[src/rtl/hazard_npc_unit.sv]
// rtl/hazard_npc_unit.sv - load-use/redirect/memory-wait hazard control and next-PC select
// Outputs are combinational from state and inputs; only the FSM state and event counters are registered.
module hazard_npc_unit #(
    parameter int CNT_W = 16
) (
    input  logic             clk,
    input  logic             rst,
    input  logic [31:0]      pc,
    input  logic [4:0]       id_rs1,
    input  logic [4:0]       id_rs2,
    input  logic             id_rs1_used,
    input  logic             id_rs2_used,
    input  logic [4:0]       ex_rd,
    input  logic             ex_mem_read,
    input  logic             ex_redirect,
    input  logic [31:0]      ex_target,
    input  logic             mem_busy,
    output logic [31:0]      npc,
    output logic             data_hazard,
    output logic             flush_ifid,
    output logic             flush_idex,
    output logic [CNT_W-1:0] stall_cnt,
    output logic [CNT_W-1:0] flush_cnt
);

    typedef enum logic [1:0] {
        RUN       = 2'd0,
        LU_BUBBLE = 2'd1,
        MEM_WAIT  = 2'd2
    } state_t;

    state_t            state_q, state_d;
    logic [CNT_W-1:0]  stall_cnt_q, stall_cnt_d;
    logic [CNT_W-1:0]  flush_cnt_q, flush_cnt_d;
    logic              lu_hit;

    assign lu_hit = ex_mem_read && (ex_rd != 5'd0) &&
                    ((id_rs1_used && (id_rs1 == ex_rd)) ||
                     (id_rs2_used && (id_rs2 == ex_rd)));

    // MEM_WAIT without mem_busy falls through to the RUN rules in the same cycle.
    always_comb begin
        state_d     = RUN;
        npc         = pc + 32'd4;
        data_hazard = 1'b0;
        flush_ifid  = 1'b0;
        flush_idex  = 1'b0;
        if (rst) begin
            state_d = RUN;
        end else if (mem_busy) begin
            data_hazard = 1'b1;
            npc         = pc;
            state_d     = MEM_WAIT;
        end else if (ex_redirect) begin
            npc        = ex_target & 32'hFFFF_FFFC;
            flush_ifid = 1'b1;
            flush_idex = 1'b1;
        end else if (lu_hit && (state_q != LU_BUBBLE)) begin
            data_hazard = 1'b1;
            npc         = pc;
            flush_idex  = 1'b1;
            state_d     = LU_BUBBLE;
        end
    end

    always_comb begin
        stall_cnt_d = stall_cnt_q;
        flush_cnt_d = flush_cnt_q;
        if (data_hazard && (stall_cnt_q != {CNT_W{1'b1}}))
            stall_cnt_d = stall_cnt_q + CNT_W'(1);
        if (flush_ifid && (flush_cnt_q != {CNT_W{1'b1}}))
            flush_cnt_d = flush_cnt_q + CNT_W'(1);
    end

    always_ff @(posedge clk) begin
        if (rst) begin
            state_q     <= RUN;
            stall_cnt_q <= '0;
            flush_cnt_q <= '0;
        end else begin
            state_q     <= state_d;
            stall_cnt_q <= stall_cnt_d;
            flush_cnt_q <= flush_cnt_d;
        end
    end

    assign stall_cnt = stall_cnt_q;
    assign flush_cnt = flush_cnt_q;

endmodule

[config.mk]
export PLATFORM = sky130hd
export DESIGN_NAME = hazard_npc_unit
export DESIGN_NICKNAME = d
export VERILOG_FILES = /design/src/rtl/hazard_npc_unit.sv
export SDC_FILE = /design/constraint.sdc
export NUM_CORES = 1
export LEC_CHECK = 0
export ABC_AREA = 1
export ABC_CLOCK_PERIOD_IN_PS = 3800
export CAP_MARGIN = 20
export CORE_UTILIZATION = 29
export CTS_BUF_LIST = sky130_fd_sc_hd__clkbuf_4 sky130_fd_sc_hd__clkbuf_8 sky130_fd_sc_hd__clkbuf_16
export DETAILED_ROUTE_END_ITERATION = 10
export PLACE_DENSITY = 0.63
export SLEW_MARGIN = 20
export SYNTH_ARGS = -nofsm -noshare
export SYNTH_HDL_FRONTEND = slang
export SYNTH_SLANG_ARGS = --single-unit
[constraint.sdc]
create_clock -name clk -period 3.8 [get_ports clk]
set_clock_uncertainty 0.05 [all_clocks]
set_input_delay 0.76 -clock clk [delete_from_list [all_inputs] [get_ports clk]]
set_output_delay 0.76 -clock clk [all_outputs]
set_load 0.01 [all_outputs]
==> results of run 1 <==
==> worst min path at each step <==
stage,end,slack [ns],depth (start not counted)
after floorplan,flush_cnt[0],0.45,1
after global placement,stall_cnt[15],0.44,2
after detailed placement,flush_cnt[0],0.44,1
after CTS,stall_cnt[15],0.45,2
after global routing,flush_cnt[0],0.48,1
final,stall_cnt[3],0.45,2
==> per-stage QoR <==
step | std cells | setup slack (ns) | power (uW)
2_1_floorplan | 707 | 1.10 | 564
3_3_place_gp | 1062 | -0.0391 | 817
3_5_place_dp | 1062 | -0.0291 | 816
4_1_cts | 1070 | 0.00318 | 1290
5_1_grt | 1077 | -0.148 | 1340
6_report | 1077 | 0.0151 | 1270
==> state kept, by name, indices dropped and copies added, names as in the netlist <==
signal,count
state_q,2
flush_cnt,16
stall_cnt,16
==> placed cells by master (no fill, tap or decap), types with 3 or more instances in the layout <==
cell type / instances
o21ai_0: 30
nand2_2: 8
dlymetal6s2s_1: 27
nand4_4: 3
nor2_2: 7
clkbuf_16: 5
nand4_1: 30
a21oi_1: 41
o22ai_1: 6
inv_2: 8
nor2_4: 8
nor3_4: 4
nand2_4: 3
o21ai_1: 7
nand3_1: 59
nor3_2: 6
clkdlybuf4s50_1: 120
xor2_1: 22
ha_1: 3
nand2_1: 210
nor3_1: 9
nand3_4: 3
dlygate4sd2_1: 3
buf_4: 53
nor2_1: 67
xnor2_1: 8
inv_1: 89
dfxtp_1: 34
==> cell type report <==
type | instances | area, um^2 | area share
multi-input cells | 555 | 2950 | 0.462
repair buffers | 205 | 1990 | 0.312
flip-flops and latches | 34 | 681 | 0.106
inverters | 99 | 377 | 0.0589
well taps | 176 | 220 | 0.0344
clock buffers | 5 | 125 | 0.0196
clock inverters | 3 | 45.0 | 0.00704
==> power breakdown <==
part / leakage, uW / switching (uW) / total, uW / internal [uW]
clock: 0.0000760 / 156 / 465 / 309
sequential: 0.000275 / 4.37 / 365 / 360
combinational: 0.00262 / 222 / 444 / 222
==> critical path, delay by kind of cell <==
family	cells	cell delay (ns)
buf+inv	3	1.07
simple gates	7	0.77
xor+xnor	1	0.21
fa+ha+maj	1	0.18
==> cells by family after synthesis <==
family	after synthesis	synth area share
XOR/XNOR	30	0.0648
AO/OA/AOI/OAI	96	0.131
buffers and inverters	118	0.121
AND/OR/NAND/NOR	426	0.506
flip-flops	34	0.168
adder cells (fa/ha/maj)	3	0.00925
==> metal layers <==
metal  GRT usage  up-vias
li1            -     2682
met1       0.253     2235
met2       0.346      179
met3      0.0259       14
met4      0.0316        2
met5           0        -
==> repair_timing <==
action                                  4_1_cts  5_1_grt
cloned                                        0        0
endpoints found under the hold margin         0        0
pin swaps                                     0        3
endpoints found under the setup margin        5       28
resized for setup                             6       41
hold buffers                                  0        0
buffers inserted                              0        7
==> results.tsv, run 1 <==
stage	metric	value	unit
run_status	status	finished, final reports clean	
critical_path	crit path max fanout	4	
synth	dominant cells by area after synthesis	nand2_1, dfxtp_1, inv_1	
global_routing	gr usage total	0.195	
cells_and_area	Final #Nets	989	
timing	Final Max Tran Viols	0	
critical_path	Crit Reg-Reg Endpoint	stall_cnt[0]	
run	number of max-cap violations	0	
global_routing	initial antenna violation count	1	
placement	placed cell area	6040	um^2
cells_and_area	post-route cell area	6400	um^2
power	Peak VDD IR	218	uV
critical_path	crit path cell chain	clkdlybuf4s50_1 -> ha_1 -> nand3_2 -> nor2_4 -> nand2_2 -> nor2_4 -> xor2_1 -> nand2_1 -> nand4_1 -> nand2_1 -> inv_1 -> clkdlybuf4s50_1	
synth	Post-Syn Nets	796	
synth	top-count cell post-synth	nand2_1	
critical_path	critical path required time	2.99	ns
cells_and_area	fin util	0.475	
synth	sequential fraction of the synthesis area	0.168	
critical_path	critical path class	input pin to primary output	
critical_path	Critical Path End	npc[16]	
die	# IOs	153	
cells_and_area	Layout area overhead	57.6	%
critical_path	critical path's largest stage delay	0.53	ns
timing	setup TNS	0	ns
synth	Post-synth top flop	dfxtp_1	
critical_path	FF-to-FF path depth	8	
die	Die Width	120	um
detailed_routing	M1 WL	6480	um
detailed_routing	DRC errors left	0	
synth	asr flop ratio synth	0	
detailed_routing	TritonRoute pass-1 iters	5	
placement	Detailed Place HPWL	11200	um
placement	routability congestion estimate	0.923	
global_routing	pin count of the biggest net entering global routing	28	
detailed_routing	Total Wirelength	14400	um
critical_path	Reg2Reg Launch Point	stall_cnt[0]	
synth	Yosys Warn Count	0	
die	core area	13500	um^2
synth	mapped cell area	4060	um^2
timing	Worst Tran Pin Value	0.452	ns
synth	Synth area leader	nand2_1	
detailed_routing	drt via density	4.75	
timing	WHS	0.451	ns
clock_tree	H-tree depth	2	
clock_tree	clk buf depth	2	
detailed_routing	ANT nets after route	0	
detailed_routing	routed len/inst	13.4	um
synth	Post-synth EDFFs	0	
critical_path	CP Launch Point	pc[2]	
timing	RSZ-0062 raised after global routing	yes	
power	pwr/cell area	199	nW/um^2
clock_tree	CTS Buf Count	5	
global_routing	first-pass GRT wire length	22900	um
cells_and_area	Inserted Diodes	0	
min_path	hold path startpoint	stall_cnt[3]	
detailed_routing	initial DRC count	279	
timing	Tmin final	3.78	ns
clock_tree	later-pin clock latency in the skew report	0.28	ns
critical_path	critical path arrival	2.97	ns
synth	synthesis-stage register bit count	34	
global_routing	total grt overflow	0	
timing	max_slew headroom	0.696	
synth	Syn Area/Cell	5.74	um^2
detailed_routing	DR top layer	met5	
timing	Final Hold Vio Count	0	
die	Initial Util	0.302	
placement	IO buf count	150	
clock_tree	CTS tree	done	
critical_path	Worst path slowest cell	clkdlybuf4s50_1	
cells_and_area	layout cells sized above 1	0.138	
clock_tree	CTS Sinks	34	
detailed_routing	met3 wire len	911	um
synth	share of the synthesized area in the top cell type	0.197	
timing	setup violators final	0	
global_routing	vias in the first global route	4709	
timing	fmax	264	MHz
power	static leakage	0.00297	uW
synth	Synth Instances	707	
detailed_routing	via count	5112	
cells_and_area	Fillers	1428	
clock_tree	Root Driver	clkbuf_16	
min_path	Hold Path Class	flop to flop	
die	Rows	42	
timing	Period Utilization, post-route	0.996	
die	Die Area	14500	um^2
clock_tree	Reg clk slew, reported paths	0.06	ns
critical_path	Worst Setup Start Kind	input pin	
critical_path	R2R Setup Slk	1.88	ns
synth	Synth top cells by count	nand2_1, inv_1, nor2_1	
detailed_routing	wire length on met2	6920	um
synth	Yosys cell types	44	
critical_path	Worst setup EP type	primary output	
die	Die Ht	120	um
Note: power is estimated with default switching activity, not from simulation.
==> run 2, diff against run 1 <==
--- a/config.mk
+++ b/config.mk
@@ -7,7 +7,7 @@
 export LEC_CHECK = 0
 export ABC_AREA = 1
 export ABC_CLOCK_PERIOD_IN_PS = 3800
-export CAP_MARGIN = 20
+export CAP_MARGIN = 10
 export CORE_UTILIZATION = 29
 export CTS_BUF_LIST = sky130_fd_sc_hd__clkbuf_4 sky130_fd_sc_hd__clkbuf_8 sky130_fd_sc_hd__clkbuf_16
 export DETAILED_ROUTE_END_ITERATION = 10
==> results of run 2 <==
Same layout as run 1: the final DEF is identical, and so are final timing and power.
